[src/rtl/async_fifo_sc.sv]
// Single-clock byte FIFO with registered read data and full/empty flags.
// Define ASYNC_FIFO_LEVEL_EN to add the `level` occupancy output.
module async_fifo_sc #(
    parameter int WIDTH = 8,
    parameter int DEPTH = 8,
    localparam int AW = $clog2(DEPTH)
) (
    input  logic             wclk,
    input  logic             arst,
    input  logic             w_en,
    input  logic [WIDTH-1:0] data_in,
    input  logic             r_en,
    output logic [WIDTH-1:0] data_out,
    output logic             full,
    output logic             empty
`ifdef ASYNC_FIFO_LEVEL_EN
    ,output logic [AW:0]     level
`endif
);

    localparam logic [AW:0] PTR_ONE = (AW+1)'(1);

    logic [WIDTH-1:0] mem_q [DEPTH];
    logic [AW:0]      wr_ptr_q, wr_ptr_d;
    logic [AW:0]      rd_ptr_q, rd_ptr_d;
    logic [WIDTH-1:0] data_out_q, data_out_d;
    logic             wr_acc;
    logic             rd_acc;

    assign empty    = (wr_ptr_q == rd_ptr_q);
    assign full     = (wr_ptr_q[AW] != rd_ptr_q[AW]) &&
                      (wr_ptr_q[AW-1:0] == rd_ptr_q[AW-1:0]);
    assign data_out = data_out_q;

`ifdef ASYNC_FIFO_LEVEL_EN
    assign level = wr_ptr_q - rd_ptr_q;
`endif

    // Requests are qualified with if-statements so an unknown enable
    // falls through to the idle branch; a read frees a slot for a
    // same-cycle write when full, but an empty FIFO never bypasses.
    always_comb begin
        rd_acc = 1'b0;
        wr_acc = 1'b0;
        if (r_en && !empty) begin
            rd_acc = 1'b1;
        end
        if (w_en && (!full || rd_acc)) begin
            wr_acc = 1'b1;
        end
    end

    always_comb begin
        wr_ptr_d   = wr_ptr_q;
        rd_ptr_d   = rd_ptr_q;
        data_out_d = data_out_q;
        if (wr_acc) begin
            wr_ptr_d = wr_ptr_q + PTR_ONE;
        end
        if (rd_acc) begin
            rd_ptr_d   = rd_ptr_q + PTR_ONE;
            data_out_d = mem_q[rd_ptr_q[AW-1:0]];
        end
    end

    always_ff @(posedge wclk or posedge arst) begin
        if (arst) begin
            wr_ptr_q   <= '0;
            rd_ptr_q   <= '0;
            data_out_q <= '0;
        end else begin
            wr_ptr_q   <= wr_ptr_d;
            rd_ptr_q   <= rd_ptr_d;
            data_out_q <= data_out_d;
        end
    end

    // Storage carries no reset; the pointers alone define validity.
    always_ff @(posedge wclk) begin
        if (wr_acc) begin
            mem_q[wr_ptr_q[AW-1:0]] <= data_in;
        end
    end

endmodule

[config.mk]
export PLATFORM = sky130hd
export DESIGN_NAME = async_fifo_sc
export DESIGN_NICKNAME = d
export VERILOG_FILES = /design/src/rtl/async_fifo_sc.sv
export SDC_FILE = /design/constraint.sdc
export NUM_CORES = 1
export LEC_CHECK = 0
export BUFFER_PORTS_ARGS = -buffer_cell sky130_fd_sc_hd__buf_2
export CAP_MARGIN = 20
export CORE_UTILIZATION = 50
export DETAILED_ROUTE_END_ITERATION = 10
export PLACE_DENSITY = 0.67
export SLEW_MARGIN = 20
export SYNTH_ARGS = -nofsm -noshare
export SYNTH_HDL_FRONTEND = slang
export SYNTH_SLANG_ARGS = --single-unit
[constraint.sdc]
create_clock -name wclk -period 2.36 [get_ports wclk]
set_input_delay 0.472 -clock wclk [delete_from_list [all_inputs] [get_ports wclk]]
set_output_delay 0.472 -clock wclk [all_outputs]
set_load 0.01 [all_outputs]
==> results.ini <==
[run_status]
status = finished clean

[setup_path]
cp.required_ns = 2.32
reg2reg_depth = 4
cp_data_arrival_time_ns = 2.09
regToRegSetupSlack_ns = 0.23
worstReg2RegEnd = mem_q[1][7]
path_class = reg -> reg
r2r-start = rd_ptr_q[3]
end_kind = register
crit_path_max_fanout = 8
start_kind = register

[synth]
synth_edf_count = 64
ys_seq_area_share_pct = 71.47
async_reset_ff_share_pct = 20.00
synth_seq_cells = 80
syn_inst = 172
synth_ff_type = edfxtp_1
syn-cell-area_sq_um = 3249
synth_area_leaders = edfxtp_1 (59%), dfrtp_1 (12%), mux4_2 (7.6%), mux4_1 (4.0%), mux2i_1 (2.5%)
avgSynthCellArea_sq_um = 18.89
yosysTopAreaCell = edfxtp_1
yosys_warnings = 0
synth.distinct_cells = 29
synth_top_cell_area_share_pct = 59.15
syn_nets = 186

[die]
start_util_pct = 51.47
core-area_sq_um = 6314
dieWidth_microns = 82.62
die_area_sq_um = 6825
die_y_microns = 82.62
placementRows = 29
num_io_pins = 22

[sta]
worst_slack_ns = 0.2263
rsz0062_at_grt = no
fin_crit_ns = 2.134
holdWs_ns = 0.2239
relSlewSlack_pct = 29.11
fin_setup_tns_ns = 0
tightest_slew_ns = 1.055
drv_slew = 0
max_freq_ghz = 0.4687
clock_skew_ns = 0.009500
fin_crit_sh_pct = 90.41
finalSetupViolations = 0
final_hold_viol_count = 0

[cells_and_area]
fin_nets = 217
final_core_util_pct = 58.30
area_delta_synth_final_pct = 13.28
diodes = 0
drive_gt1_share_pct = 31.25

[global_routing]
grt_pass1_vias = 1599
grt-ovfl-total = 0
grt_max_degree = 20
antenna_found_initial = 0
grt_pass1_wl_microns = 9239
grt_use_total_pct = 20.52

[drt]
dr.pass1.iters = 4
vias_per_cell = 5.561
wl_per_cell_microns = 21.21
ant_nets = 0
vias = 1585
drt_iter0_markers = 140
drc = 0
drt_wl_total_microns = 6044

[clock_tree]
clock-root-buffer = clkbuf_8
numClockSinks = 80
cts_resized = 0
clk-insertion-delay-late_ns = 0.34
clk_pin_slew_ns = 0.08
postCtsHoldBufs = 0
cts_inserted_buffers = 9
htree_num_levels = 3
cts_setup_buffers = 0
cts_tree = yes
clk_path_buf_depth = 2

[place]
numPortBuffers = 21
hpwlAfterDp_microns = 4049
post-place-ws_ns = 0.1137
gp_congestion = 0.8333

[run]
maxCapViolations = 0

[power_and_ir_drop]
power_density_nw_per_um2 = 1262
total_power_mw = 4.646
p_leak_nw = 1.358
peakVddDrop_mv = 0.6744

[worst_hold_path]
hp-class = in -> async

## worst max-delay path: stages, from the launching register on
cell	delay [ns]
dfrtp_1	0.45
xor2_2	0.21
nand4_2	0.13
o21ai_4	0.11
nor3_1	0.86
## cells in the final DEF (no fill, tap or decap)
cell type / synthesis / layout
edfxtp_1: 64 / 64
inv_1: 5 / 5
o21ai_4: 1 / 1
nor2_1: 5 / 5
nor3_2: 0 / 3
clkbuf_8: 0 / 10
mux2i_1: 8 / 8
o21ai_1: 1 / 1
buf_4: 1 / 8
xor2_2: 1 / 1
nand4_2: 1 / 1
mux4_2: 11 / 11
clkinv_2: 0 / 1
nor3_1: 4 / 1
nor2_2: 1 / 1
ha_1: 2 / 2
xnor2_2: 2 / 2
bufinv_16: 0 / 2
dfrtp_1: 16 / 16
xor2_1: 2 / 2
clkbuf_1: 0 / 3
mux4_1: 5 / 5
o211ai_1: 2 / 2
xnor2_1: 6 / 6
a41o_1: 1 / 1
nand2_1: 10 / 10
nand3_1: 2 / 2
o21ai_0: 8 / 8
nor4_2: 0 / 1
nand2b_1: 2 / 2
buf_2: 4 / 21
mux2_4: 2 / 2
## how the worst max path moves through the flow
stage,end,depth (start not counted),slack [ns],start
floorplan,mem_q[0][0],5,0.22,rd_ptr_q[0]
global placement,mem_q[4][3],4,0.31,rd_ptr_q[3]
detailed placement,mem_q[4][5],4,0.11,rd_ptr_q[3]
CTS,mem_q[4][7],4,0.09,rd_ptr_q[3]
global route,mem_q[1][0],4,0.09,rd_ptr_q[3]
finish,mem_q[1][7],4,0.23,rd_ptr_q[3]
## registers in the layout, indices dropped and copies added (netlist names)
register and cells:
wr_ptr_q 4, mem_q 64, rd_ptr_q 4, data_out 8
## cell usage after synthesis (2+ instances only)
cell,n
edfxtp_1,64
dfrtp_1,16
mux4_2,11
nand2_1,10
mux2i_1,8
o21ai_0,8
xnor2_1,6
inv_1,5
mux4_1,5
nor2_1,5
buf_2,4
nor3_1,4
buf_6,3
ha_1,2
mux2_4,2
nand2b_1,2
nand3_1,2
o211ai_1,2
xnor2_2,2
xor2_1,2
## final cells by class
type | instances | area [sq um]
Inverter | 5 | 18.77
Tap cell | 77 | 96.34
Fill cell | 478 | 2633
Multi-Input combinational cell | 78 | 864.6
Timing Repair Buffer | 29 | 165.2
Clock buffer | 13 | 148.9
Sequential cell | 80 | 2322
Clock inverter | 3 | 65.06
## layer usage
| metal | track usage [%] | share of wire, % | vias to the layer above |
|---|---|---|---|
| met5 | 0 | 0 | - |
| met4 | 7.241 | 0.94 | 0 |
| met3 | 5.275 | 6.9 | 5 |
| met2 | 30.66 | 47 | 49 |
| met1 | 29.40 | 45 | 801 |
| li1 | - | - | 730 |
## power breakdown
group | switching [mW] | internal (mW) | total [mW]
logic | 0.842 | 0.728 | 1.57
registers | 0.151 | 1.84 | 2.00
clock network | 0.455 | 0.625 | 1.08
## per-stage QoR
stage | instance area [sq um] | cells
global route | 3681 | 285
global placement | 3452 | 269
CTS | 3666 | 285
detailed placement | 3452 | 269
finish | 3681 | 285
floorplan | 3249 | 172
## logic make-up (layout without fill, tap and decap cells)
group / Yosys count / count (layout) / synth area share (%)
xor gates and xnor gates: 11 / 11 / 3.658
muxes: 26 / 26 / 15.06
DFF: 80 / 80 / 71.47
AOI/OAI and AO/OA: 13 / 13 / 2.657
adders and majority gates: 2 / 2 / 0.7700
and+or+nand+nor: 26 / 26 / 3.812
buffers and inverters: 14 / 50 / 2.580
(Power assumes the default switching activity.)
